$ cat config.mk
export PLATFORM = sky130hd
export DESIGN_NAME = router_rx_par
export DESIGN_NICKNAME = d
export VERILOG_FILES = /design/src/rtl/router_rx_par.sv
export SDC_FILE = /design/constraint.sdc
export NUM_CORES = 2
export LEC_CHECK = 0
export CAP_MARGIN = 20
export CORE_ASPECT_RATIO = 1.4
export CORE_UTILIZATION = 60
export CTS_BUF_LIST = sky130_fd_sc_hd__clkbuf_16
export DETAILED_ROUTE_END_ITERATION = 7
export GPL_TIMING_DRIVEN = 1
export PLACE_DENSITY = 0.86
export SLEW_MARGIN = 20
export SYNTH_ARGS = -nofsm -noshare
export SYNTH_HDL_FRONTEND = slang
export SYNTH_SLANG_ARGS = --single-unit
$ cat constraint.sdc
create_clock -name clk_i -period 21.5 [get_ports clk_i]
set_clock_uncertainty 0.15 [all_clocks]
set_input_delay 4.3 -clock clk_i [delete_from_list [all_inputs] [get_ports clk_i]]
set_output_delay 4.3 -clock clk_i [all_outputs]
set_load 0.05 [all_outputs]
$ cat src/rtl/router_rx_par.sv
// router_rx_par
// Parallel-lane frame receiver. Beats arrive on rxd qualified by rx_ce,
// with sync marking the first beat of a frame. Each completed frame is
// pushed into a first-word-fall-through FIFO that software drains over a
// small Wishbone-style slave port. Two sticky flags report dropped frames
// (overrun) and frames broken by an early sync (frmerr).

module router_rx_par #(
    parameter int pBitsParallel = 4,
    parameter int pFrameBits    = 128,
    parameter int pFifoDepth    = 32
) (
    input  logic                          clk_i,
    input  logic                          rst_i,

    input  logic                          cs_i,
    input  logic                          cyc_i,
    input  logic                          stb_i,
    input  logic                          we_i,
    input  logic                          adr_i,
    input  logic [31:0]                   dat_i,
    output logic                          ack_o,
    output logic [pFrameBits-1:0]         dat_o,

    input  logic                          rx_ce,
    input  logic [pBitsParallel-1:0]      rxd,
    input  logic                          sync,
    input  logic                          clear,

    output logic                          overrun,
    output logic                          frmerr,
    output logic                          fifofull,
    output logic                          fifoempty,
    output logic                          irq_o,
    output logic [$clog2(pFifoDepth):0]   fifocnt
);

    // Derived sizes. The beat counter needs at least one bit even when a
    // frame is a single beat wide.
    localparam int pBeats = pFrameBits / pBitsParallel;
    localparam int pCntW  = $clog2(pFifoDepth) + 1;
    localparam int pPtrW  = $clog2(pFifoDepth);
    localparam int pBeatW = (pBeats > 1) ? $clog2(pBeats) : 1;

    localparam logic [pBeatW-1:0] cLastBeat  = pBeatW'(pBeats - 1);
    localparam logic [pBeatW-1:0] cAfterSync = (pBeats > 1) ? pBeatW'(1) : pBeatW'(0);
    localparam logic [pCntW-1:0]  cFullCount = pCntW'(pFifoDepth);

    // ------------------------------------------------------------------
    // Receive-side synchronizer stages
    // ------------------------------------------------------------------
    logic                     r_ce1;
    logic                     r_ce2;
    logic                     r_sync1;
    logic                     r_sync2;
    logic [pBitsParallel-1:0] r_rxd1;
    logic [pBitsParallel-1:0] r_rxd2;

    // ------------------------------------------------------------------
    // Frame assembly state
    // ------------------------------------------------------------------
    logic [pFrameBits-1:0]    r_rxData;
    logic [pBeatW-1:0]        r_cnt;
    logic [pFrameBits-1:0]    w_shift;
    logic                     w_beat;
    logic                     w_syncErr;
    logic                     w_frameDone;

    // ------------------------------------------------------------------
    // FIFO state
    // ------------------------------------------------------------------
    logic [pFrameBits-1:0]    r_mem [pFifoDepth];
    logic [pPtrW-1:0]         r_wrPtr;
    logic [pPtrW-1:0]         r_rdPtr;
    logic [pCntW-1:0]         r_count;
    logic                     w_full;
    logic                     w_empty;
    logic                     w_push;
    logic                     w_pop;
    logic [pFrameBits-1:0]    w_head;

    // ------------------------------------------------------------------
    // Bus side
    // ------------------------------------------------------------------
    logic                     r_ack;
    logic                     w_cs;
    logic                     w_firstClk;
    logic                     w_dataRead;
    logic                     w_statusWrite;
    logic [7:0]               w_cnt8;
    logic [31:0]              w_status32;
    logic [pFrameBits-1:0]    w_statusWide;
    logic                     w_unusedBits;

    // ------------------------------------------------------------------
    // Sticky flags and their set/clear terms
    // ------------------------------------------------------------------
    logic                     r_overrun;
    logic                     r_frmerr;
    logic                     w_overrunSet;
    logic                     w_overrunClr;
    logic                     w_frmerrClr;

    // Two-stage capture of the receive lane inputs; only stage 2 is used.
    always_ff @(posedge clk_i or posedge rst_i) begin
        if (rst_i) begin
            r_ce1   <= 1'b0;
            r_ce2   <= 1'b0;
            r_sync1 <= 1'b0;
            r_sync2 <= 1'b0;
            r_rxd1  <= '0;
            r_rxd2  <= '0;
        end else begin
            r_ce1   <= rx_ce;
            r_ce2   <= r_ce1;
            r_sync1 <= sync;
            r_sync2 <= r_sync1;
            r_rxd1  <= rxd;
            r_rxd2  <= r_rxd1;
        end
    end

    // A beat is a stage-2 strobe that is not being flushed by clear.
    assign w_beat      = r_ce2 & ~clear;
    assign w_syncErr   = w_beat & r_sync2 & (r_cnt != '0);
    assign w_frameDone = w_beat & ~w_syncErr & (r_cnt == cLastBeat);

    // New beats enter at the top and move toward bit 0, so the first beat
    // of a frame ends up in the lowest lanes once the frame is complete.
    generate
        if (pBeats > 1) begin : g_shiftMulti
            assign w_shift = {r_rxd2, r_rxData[pFrameBits-1:pBitsParallel]};
        end else begin : g_shiftSingle
            assign w_shift = r_rxd2;
        end
    endgenerate

    // Shift register that accumulates the beats of the frame in progress.
    always_ff @(posedge clk_i or posedge rst_i) begin
        if (rst_i) begin
            r_rxData <= '0;
        end else if (w_beat) begin
            r_rxData <= w_shift;
        end
    end

    // Beat counter: restarts at the beat after an early sync, wraps after
    // the last beat of a frame.
    always_ff @(posedge clk_i or posedge rst_i) begin
        if (rst_i) begin
            r_cnt <= '0;
        end else if (clear) begin
            r_cnt <= '0;
        end else if (w_syncErr) begin
            r_cnt <= cAfterSync;
        end else if (w_beat) begin
            if (r_cnt == cLastBeat) begin
                r_cnt <= '0;
            end else begin
                r_cnt <= r_cnt + 1'b1;
            end
        end
    end

    // Bus qualifiers; an access acts only on its first clock (ack still low).
    assign w_cs          = cs_i & cyc_i & stb_i;
    assign w_firstClk    = w_cs & ~r_ack;
    assign w_dataRead    = w_firstClk & ~we_i & ~adr_i;
    assign w_statusWrite = w_firstClk & we_i & adr_i;

    // FIFO control. Fullness is judged before any same-cycle pop, so a
    // frame completing against a full FIFO is dropped even while a pop
    // frees an entry.
    assign w_full  = (r_count == cFullCount);
    assign w_empty = (r_count == '0);
    assign w_push  = w_frameDone & ~w_full;
    assign w_pop   = w_dataRead & ~w_empty & ~clear;
    assign w_head  = w_empty ? '0 : r_mem[r_rdPtr];

    // Storage array; no reset needed because the count masks stale entries.
    always_ff @(posedge clk_i) begin
        if (w_push) begin
            r_mem[r_wrPtr] <= w_shift;
        end
    end

    // Pointer and occupancy bookkeeping; depth is a power of two so the
    // pointers wrap on their own.
    always_ff @(posedge clk_i or posedge rst_i) begin
        if (rst_i) begin
            r_wrPtr <= '0;
            r_rdPtr <= '0;
            r_count <= '0;
        end else if (clear) begin
            r_wrPtr <= '0;
            r_rdPtr <= '0;
            r_count <= '0;
        end else begin
            if (w_push) begin
                r_wrPtr <= r_wrPtr + 1'b1;
            end
            if (w_pop) begin
                r_rdPtr <= r_rdPtr + 1'b1;
            end
            if (w_push && !w_pop) begin
                r_count <= r_count + 1'b1;
            end else if (!w_push && w_pop) begin
                r_count <= r_count - 1'b1;
            end
        end
    end

    // Flag set and software-clear terms.
    assign w_overrunSet = w_frameDone & w_full;
    assign w_overrunClr = w_statusWrite & dat_i[0];
    assign w_frmerrClr  = w_statusWrite & dat_i[1];

    // Sticky overrun: a drop in the same clock wins over a software clear.
    always_ff @(posedge clk_i or posedge rst_i) begin
        if (rst_i) begin
            r_overrun <= 1'b0;
        end else if (clear) begin
            r_overrun <= 1'b0;
        end else if (w_overrunSet) begin
            r_overrun <= 1'b1;
        end else if (w_overrunClr) begin
            r_overrun <= 1'b0;
        end
    end

    // Sticky framing error: an early sync in the same clock wins over a clear.
    always_ff @(posedge clk_i or posedge rst_i) begin
        if (rst_i) begin
            r_frmerr <= 1'b0;
        end else if (clear) begin
            r_frmerr <= 1'b0;
        end else if (w_syncErr) begin
            r_frmerr <= 1'b1;
        end else if (w_frmerrClr) begin
            r_frmerr <= 1'b0;
        end
    end

    // Acknowledge follows the qualified select one clock later.
    always_ff @(posedge clk_i or posedge rst_i) begin
        if (rst_i) begin
            r_ack <= 1'b0;
        end else begin
            r_ack <= w_cs;
        end
    end

    // Status word: flags in the top nibble, occupancy in the low byte.
    assign w_cnt8       = 8'(r_count);
    assign w_status32   = {r_frmerr, r_overrun, w_full, w_empty, 20'd0, w_cnt8};
    assign w_statusWide = pFrameBits'(w_status32);

    // Only the two flag-clear bits of the write data are meaningful.
    assign w_unusedBits = ^dat_i[31:2];

    // Read data mux; the bus is quiet (zero) outside a read and during reset.
    always_comb begin
        dat_o = '0;
        if (!rst_i && w_cs && !we_i) begin
            dat_o = adr_i ? w_statusWide : w_head;
        end
    end

    assign ack_o     = r_ack;
    assign overrun   = r_overrun;
    assign frmerr    = r_frmerr;
    assign fifofull  = w_full;
    assign fifoempty = w_empty;
    assign fifocnt   = r_count;
    assign irq_o     = ~w_empty | r_overrun | r_frmerr;

endmodule
==> results.cfg <==
[sta]
tns_ns = 0
tightest_slew_ns = 1.28
maxSlewViolCount = 0
fmax_ghz = 0.0750
timing.final.crit_share = 0.620
post-route-min-period_ns = 13.34
hold_violations = 0
slew_headroom = 0.149
hold-worst-slack_ns = 0.191
setup_viol = 0
rsz0062_at_grt = no

[die]
start_util = 0.604
fp.dieH_um = 615
rows = 224
pin_count = 186
chipWidth_um = 440
core_um2 = 267000
die_area_um2 = 271000

[power_and_ir_drop]
cellLeakagePower_nw = 55.1
power_density_nw_per_um2 = 95.8
ir_drop_mv = 0.0677

[routing]
dr.first_iter.drc_count = 16800
vias_per_cell = 7.87
drc = 1
avgRoutedWirePerCell_um = 45.8
drt-pass1-iter-count = 8
wl_mm = 482
via_count = 82900
final_antenna_net_count = 0

[logic_synthesis]
ys_seq_elements = 4256
syn-instance-count = 6379
seq_area_frac_synth = 0.789
yosysWarnings = 0
syn-num-nets = 6438
synth-edff-count = 4096
ys_async_sr_fraction = 0.0376
ys_types = 60
post-synth-top-count-cell = edfxtp_1
synth_flop_cell = edfxtp_1
synth_commonest_cells = edfxtp_1, mux4_2, clkbuf_1
synth_top_area_frac = 0.764
synth.cell_area_um2 = 161000
avgSynthCellArea_um2 = 25.2
yosys-top-cells-area = edfxtp_1, mux4_2, dfrtp_1
yosysTopAreaCell = edfxtp_1

[cts]
cts_tree = done
cts-resized-gates = 0
clk_latency_ns = 0.93
clk_path_buf_depth = 4
hold_buffers = 0
numCtsBuffers = 375
post_cts_buffers = 0
htree_levels = 5
cts_root_buf = clkbuf_16
clock_sinks = 4256
path_clk_slew_ns = 0.07

[worst_setup_path]
r2r_start = r_ce2$_DFF_PP0_
crit_required_ns = 17.05
r2r_end = r_mem[26][58]$_DFFE_PP_
end_kind = primary output
ff2ff_setup_slack_ns = 14.59
crit_arrival_ns = 8.89
critPathKind = input port to primary output
rr_worst_depth = 8
crit_path_max_fanout = 54
start_kind = input port

[worst_hold_path]
worstHoldPathCells = 0
hold_path.startpoint = r_rxd1[0]$_DFF_PP0_
hold_path.class = flip-flop to flip-flop
whs_endpoint = r_rxd2[0]$_DFF_PP0_

[final_layout]
nets = 6779
areaGrowthSynthToFinish_pct = 11.5
fillers = 14000
drive_gt1_frac = 0.306

[global_route]
antenna_found_initial = 17
grt_usage = 0.360
grt_pass1_vias = 83100
grt_overflow_total = 0
grt_pass1_wl_mm = 671
grt_start_max_net_pins = 132

[placed_design]
io_buffers = 155
gp_congestion = 0.757
dp_hpwl_mm = 205

[outcome]
run_status = finished, violations left
violations = design-rule violations

[run]
cap_violations = 0
sequential cells by signal (all words and copies together) (netlist names):
name,flops
fifocnt,6
r_wrPtr,5
r_sync2,1
frmerr,1
ack_o,1
r_rxData,124
r_ce1,1
r_rdPtr,5
r_rxd1,4
r_ce2,1
r_mem,4096
overrun,1
r_cnt,5
r_sync1,1
r_rxd2,4
placed cells by master (no fill, tap or decap), drive strengths merged, types with 12 or more instances in the layout:
cell / n
a21oi: 22
dfrtp: 160
clkinv: 162
edfxtp: 4096
clkinvlp: 28
mux4: 1257
mux2: 124
a22o: 117
inv: 85
clkdlybuf4s50: 155
clkbuf: 385
ha: 12
nand3: 13
nand2: 28
nor2: 61
a22oi: 28
mux2i: 15
bufinv: 41
buf: 148
metrics by stage:
| step | instances | area [um^2] | worst slack [ns] | power (W) | util |
|---|---|---|---|---|---|
| after CTS | 10500 | 179000 | 8.26 | 0.0172 | 0.673 |
| final | 10500 | 180000 | 8.16 | 0.0172 | 0.674 |
| after floorplan | 6379 | 161000 | 9.49 | 0.0101 | - |
| after detailed placement | 9842 | 167000 | 8.28 | 0.0103 | 0.627 |
| after global routing | 10500 | 180000 | 8.09 | 0.0175 | 0.673 |
| after global placement | 9839 | 167000 | 8.28 | 0.0102 | 0.627 |
worst max path at each step:
stage,endpoint,startpoint,slack [ns]
detailed placement,dat_o[104],stb_i,8.28
global route,dat_o[101],stb_i,8.09
floorplan,dat_o[30],stb_i,9.49
CTS,dat_o[104],stb_i,8.26
finish,dat_o[103],stb_i,8.16
global placement,dat_o[104],cs_i,8.28
power by group:
group | internal (W) | total [W] | switching [W]
registers | 0.00956 | 0.0101 | 0.000522
logic | 0.0000498 | 0.0000993 | 0.0000495
clock network | 0.00377 | 0.00702 | 0.00325
logic make-up after synthesis:
logic type / Yosys count / share of synthesized area
buf+inv: 355 / 0.00980
fa+ha+maj: 13 / 0.00106
simple gates: 145 / 0.00441
xor+xnor: 13 / 0.000754
compound gates: 201 / 0.00999
flops: 4256 / 0.789
mux: 1396 / 0.185
cell type report:
class	count	area (um^2)	share of cell area
Sequential cell	4256	127000	0.708
Multi-Input combinational cell	1768	32700	0.182
Clock buffer	385	9630	0.0537
Tap cell	3503	4380	0.0244
Timing Repair Buffer	303	3020	0.0168
Clock inverter	300	2630	0.0146
Inverter	16	75.1	0.000418
Antenna cell	5	12.5	0.0000697
critical path, stage by stage:
cell and delay [ns]:
clkdlybuf4s50_1 0.46, nand3_1 0.14, nor3_1 0.27, nor3b_1 0.24
buf_4 0.21, and2_4 0.70, buf_4 1.08, a22o_1 0.52
clkdlybuf4s50_1 0.89
layer usage:
layer | up-vias | GRT usage | wire, um
li1 | 28400 | - | -
met1 | 42800 | 0.471 | 148000
met2 | 9871 | 0.569 | 236000
met3 | 1878 | 0.0824 | 67200
met4 | 16 | 0.190 | 30300
met5 | - | 0 | 99
No activity file was read; power rests on OpenSTA's default activity.
